===== config.mk =====
export PLATFORM = sky130hd
export DESIGN_NAME = fifo_wptr_full
export DESIGN_NICKNAME = d
export VERILOG_FILES = /design/src/rtl/fifo_wptr_full.sv
export SDC_FILE = /design/constraint.sdc
export NUM_CORES = 1
export LEC_CHECK = 0
export CAP_MARGIN = 10
export CORE_UTILIZATION = 47
export CTS_CLUSTER_SIZE = 40
export DETAILED_ROUTE_END_ITERATION = 6
export PLACE_DENSITY_LB_ADDON = 0.25
export SKIP_LAST_GASP = 1
export SLEW_MARGIN = 20
export SYNTH_ARGS = -nofsm -noshare
export SYNTH_HDL_FRONTEND = slang
export SYNTH_SLANG_ARGS = --single-unit

===== constraint.sdc =====
create_clock -name clk -period 4.2 [get_ports clk]
set_input_delay 0.42 -clock clk [delete_from_list [all_inputs] [get_ports clk]]
set_output_delay 0.42 -clock clk [all_outputs]
set_load 0.05 [all_outputs]

===== src/rtl/fifo_wptr_full.sv =====
// Write-side pointer and full flag for the dual-clock FIFO (write clock domain only).
// Define FIFO_WPTR_ALMOST_FULL_EN to build the fill-level counter and the almost_full flag.

`ifdef FIFO_WPTR_ALMOST_FULL_EN
module gray_to_binary #(
    parameter int SIZE = 5
) (
    input  logic [SIZE-1:0] gray,
    output logic [SIZE-1:0] bin
);
    always_comb begin
        bin = '0;
        for (int i = 0; i < SIZE; i++) begin
            bin[i] = ^(gray >> i);
        end
    end
endmodule
`endif

module fifo_wptr_full #(
    parameter int ADDR_SIZE   = 4,
    parameter int SYNC_STAGES = 2,
    parameter int AF_THRESH   = 2**ADDR_SIZE - 2
) (
    input  logic                 clk,
    input  logic                 rst_n,
    input  logic                 wr_en,
    input  logic [ADDR_SIZE:0]   rd_ptr_gray_async,
    output logic                 wr_accept,
    output logic [ADDR_SIZE-1:0] wr_addr,
    output logic [ADDR_SIZE:0]   wr_ptr_gray,
    output logic                 full,
    output logic                 almost_full,
    output logic [ADDR_SIZE:0]   wr_count
);
    localparam logic [ADDR_SIZE:0] AF_THRESH_W = (ADDR_SIZE+1)'(AF_THRESH);

    logic [ADDR_SIZE:0] wr_bin;
    logic [ADDR_SIZE:0] bin_next;
    logic [ADDR_SIZE:0] gray_next;
    logic [ADDR_SIZE:0] rq_sync_q [SYNC_STAGES];
    logic [ADDR_SIZE:0] rq_sync;
    logic               full_next;

    // Handshake: wr_en is the producer's request; a write happens in any cycle
    // where wr_accept is high, at wr_addr, and the pointer advances on that edge.
    assign wr_accept = wr_en & ~full;
    assign wr_addr   = wr_bin[ADDR_SIZE-1:0];
    assign rq_sync   = rq_sync_q[SYNC_STAGES-1];

    assign bin_next  = wr_bin + {{ADDR_SIZE{1'b0}}, wr_accept};
    assign gray_next = bin_next ^ (bin_next >> 1);

    // Full when the write pointer has lapped the read pointer: top two Gray bits inverted.
    assign full_next = (gray_next == {~rq_sync[ADDR_SIZE:ADDR_SIZE-1], rq_sync[ADDR_SIZE-2:0]});

    always_ff @(posedge clk or negedge rst_n) begin
        if (!rst_n) begin
            wr_bin      <= '0;
            wr_ptr_gray <= '0;
            full        <= 1'b0;
        end else begin
            wr_bin      <= bin_next;
            wr_ptr_gray <= gray_next;
            full        <= full_next;
        end
    end

    // Plain flop chain: the async pointer goes straight into the first stage.
    always_ff @(posedge clk or negedge rst_n) begin
        if (!rst_n) begin
            for (int i = 0; i < SYNC_STAGES; i++) begin
                rq_sync_q[i] <= '0;
            end
        end else begin
            rq_sync_q[0] <= rd_ptr_gray_async;
            for (int i = 1; i < SYNC_STAGES; i++) begin
                rq_sync_q[i] <= rq_sync_q[i-1];
            end
        end
    end

`ifdef FIFO_WPTR_ALMOST_FULL_EN
    logic [ADDR_SIZE:0] rd_bin;
    logic [ADDR_SIZE:0] count_next;

    gray_to_binary #(.SIZE(ADDR_SIZE+1)) u_rq_g2b (
        .gray (rq_sync),
        .bin  (rd_bin)
    );

    assign count_next = bin_next - rd_bin;

    always_ff @(posedge clk or negedge rst_n) begin
        if (!rst_n) begin
            wr_count    <= '0;
            almost_full <= 1'b0;
        end else begin
            wr_count    <= count_next;
            almost_full <= (count_next >= AF_THRESH_W);
        end
    end
`else
    logic unused_af_thresh;

    assign unused_af_thresh = ^AF_THRESH_W;
    assign wr_count         = '0;
    assign almost_full      = 1'b0;
`endif

endmodule


==> results.md <==
- The run finished with clean final reports.
- The worst register-to-register path begins at full.
- Post-CTS repair changed the size of 0 cells.
- The depth of the worst register-to-register path is 7.
- The fmax is 427.0 MHz.
- The die width is 42.76 microns.
- Detailed placement finished with a half-perimeter wire length of 809.1 microns.
- The first global-routing pass estimated 1932 microns of wire.
- The cell chosen for the clock root is clkbuf_4.
- The number of H-tree levels is 1.
- The endpoint arrival time on the critical path is 2.53 ns.
- The CTS clock-pin slew for the worst setup and hold paths is 0.12 ns.
- For this design, the sink count on the clock tree is 20.
- Measured against its own limit, the worst slew margin works out to 0.4425.
- The worst register-to-register path has a setup slack of 2.02 ns.
- For the final routed database, the setup TNS stands at 0 ns.
- Fill cells in the final layout number 116.
- The post-cts hold buffer count is 0.
- Synthesis produced 54 cells.
- The total global routing track utilization is 0.1491.
- Counting flops and latches in the post-synthesis netlist gives 20.
- The detail route stage leaves a number of antenna-violating nets equal to 0.
- The endpoint identified for the worst register-to-register timing path is full.
- For this design the top-level I/O count stands at 25.
- The effective utilization at floorplan is 0.5123.
- The via count of the first global-routing pass was 425.
- The maximum number of buffers from clock root to sink is 2.
- The slew at the pin closest to its max-slew limit is 0.8336 ns.
- 0 antenna diodes ended up in the layout.
- The clock latency reported for the late side of the worst-skew pair is 0.30 ns.
- The synthesized netlist occupies a cell area of 780.7 sq um.
- Before CTS, the worst setup slack after placement is 1.654 ns.
- Buffers placed on the I/O ports in this run total 18.
- The initial antenna violation count is 0.
- The post-CTS setup repair buffer count is 0.
- The core region is 0.001524 sq mm.
- Setup violations remaining at the end of the flow were counted as 0.
- Once routing completed, OpenROAD measured the worst setup slack at 1.858 ns.
- The area taken by flip-flops and latches is 500.5 sq um.
- For this run, the number of standard cells in the final layout without fillers is 91.
- In the final routed layout, each cell accounts on average for 12.48 microns.
- Along the worst hold path, the cell count comes to 0.
- The required time at the worst-slack endpoint is 4.39 ns.
- Global routing finished with a remaining overflow of 0.
- Setup repair after global routing left no endpoint under its margin.
- The part of the cycle the worst path needs is 0.5577.
- In the final layout, the share of cells above drive strength 1 is 0.09333.
- In this run the worst path has a maximum fanout of 5.
- The number of hold-slack violations in the final timing report is 0.
- The number of buffers created by CTS is 3.
- The category of the worst setup path launch point is an input port.
- The classification of the worst setup path is input port to register.
- Compared with the post-synthesis result, the final layout area differs by 29.01%.
- The area taken by multi-input logic gates is 254.0 sq um.
- For the final database, setup skew stands at 0.008523 ns.
- The mean cell area of the mapped netlist is 14.46 sq um.
- The congestion estimate from routability-driven global placement came to 0.6964.
- The max-slew violation count is 0.
- The number of nets in the finished design is 86.
- The time the final worst path needs with I/O delays and setup is 2.342 ns.
- Once placement completed, the tool counted placed cells totaling 87.
- The die covers 0.001828 sq mm.
- The number of maximum-capacitance violations is 0.
- TritonCTS built the clock tree.
- The beginning of the worst hold path is rq_sync_q[5].
- The routed wire length is 1136 microns.
- The iteration count of the initial detailed-routing pass is 2.
- The path with the worst hold slack has its endpoint at rq_sync[0].
- From bottom edge to top edge, the die measures 42.76 microns.
- The total via count after detailed routing is 425.
- At the end of the flow the core is filled with cells to 0.6609.
- Yosys printed 0 warnings.
- The initial detailed-routing violation count is 6.
- The class of the tightest hold or removal check is register to register.
- The kind of end point of the critical path is a register.
- The mean number of vias per cell is 4.670.
- After floorplanning, the core was divided into 14 placement rows.
- The number of distinct library cell variants in the gate-level netlist after synthesis is 18.
- Entering global routing, the biggest net connects 21 pins.
- The share of the Yosys chip area taken by registers is 0.6410.
- The final routed DRC violation total is 0.
worst max-delay path by stage:
stage	end	cells after the start	start
2_1_floorplan	full	7	full
3_3_place_gp	full	8	wr_en
3_5_place_dp	full	8	wr_en
4_1_cts	full	8	wr_en
5_1_grt	full	8	wr_en
6_report	full	8	wr_en
layout by cell type (no fill, tap or decap):
master	count
a21boi_0	1
a21boi_2	1
and2_1	1
and3_2	1
bufinv_16	1
clkbuf_4	3
clkdlybuf4s50_1	18
conb_1	6
dfrtp_1	20
ha_1	2
mux2i_1	1
nand3_1	1
nand4_1	1
nor2_1	1
nor2b_1	1
nor4_1	1
o22ai_1	1
xnor2_1	7
xnor2_2	1
xor2_1	6
final cells by class:
class                      count  area share
sequential                    20      0.4969
clock inverter                 1     0.02981
timing repair buffer          18      0.1789
clock buffer                   3     0.02236
tap                           16     0.01988
multi-input combinational     33      0.2522
state kept, by name (all words and copies together), names as in the netlist:
register     flops
rq_sync          5
rq_sync_q        5
wr_bin           5
wr_ptr_gray      4
full             1
cells in the mapped netlist:
master	count	area (sq um)
nand3_1	1	5.000
dfrtp_1	20	500.5
xor2_1	6	52.55
nor2_1	1	3.750
and2_1	1	6.260
a21boi_0	1	7.510
o22ai_1	1	6.260
xnor2_2	1	16.27
buf_4	6	45.04
nor2b_1	1	6.260
xnor2_1	7	61.31
a21boi_2	1	11.26
and3_2	1	7.510
conb_1	1	3.750
nand4_1	1	6.260
mux2i_1	1	10.01
ha_1	2	25.02
nor4_1	1	6.260
cell families (layout without fill, tap and decap cells):
logic type / Yosys count / in the layout / synth area share
other: 1 / 6 / 0.004803
multiplexers: 1 / 1 / 0.01282
AO/OA/AOI/OAI: 3 / 3 / 0.03206
XOR/XNOR: 14 / 14 / 0.1667
AND/OR/NAND/NOR: 7 / 7 / 0.05290
buffers and inverters: 6 / 22 / 0.05769
adder cells (fa/ha/maj): 2 / 2 / 0.03205
flip-flops: 20 / 20 / 0.6410
per-stage QoR:
stage                     hold slack, ns  area [sq um]
after floorplan                   0.1244         799.5
after global placement            0.3334         954.7
after detailed placement          0.3347         954.7
after CTS                         0.3617          1007
after global routing              0.3733          1007
final                             0.3606          1007
routing by layer:
layer  up-vias  part of all wire  wire, microns  GRT usage
met2        13              0.53            600     0.2485
li1        205                 -              -          -
met1       207              0.43            493     0.1761
met3         0             0.037             42    0.04255
met5         -                 0              0          0
met4         0                 0              0    0.06875
worst max-delay path: stages:
cell             delay (ns)
clkdlybuf4s50_1        0.44
nor2b_1                0.16
ha_1                   0.27
ha_1                   0.30
xor2_1                 0.32
xnor2_1                0.18
mux2i_1                0.11
nor4_1                 0.34
Power is not shown: default switching activity piles up to over one toggle a cycle in this logic, so the estimate is an artifact.
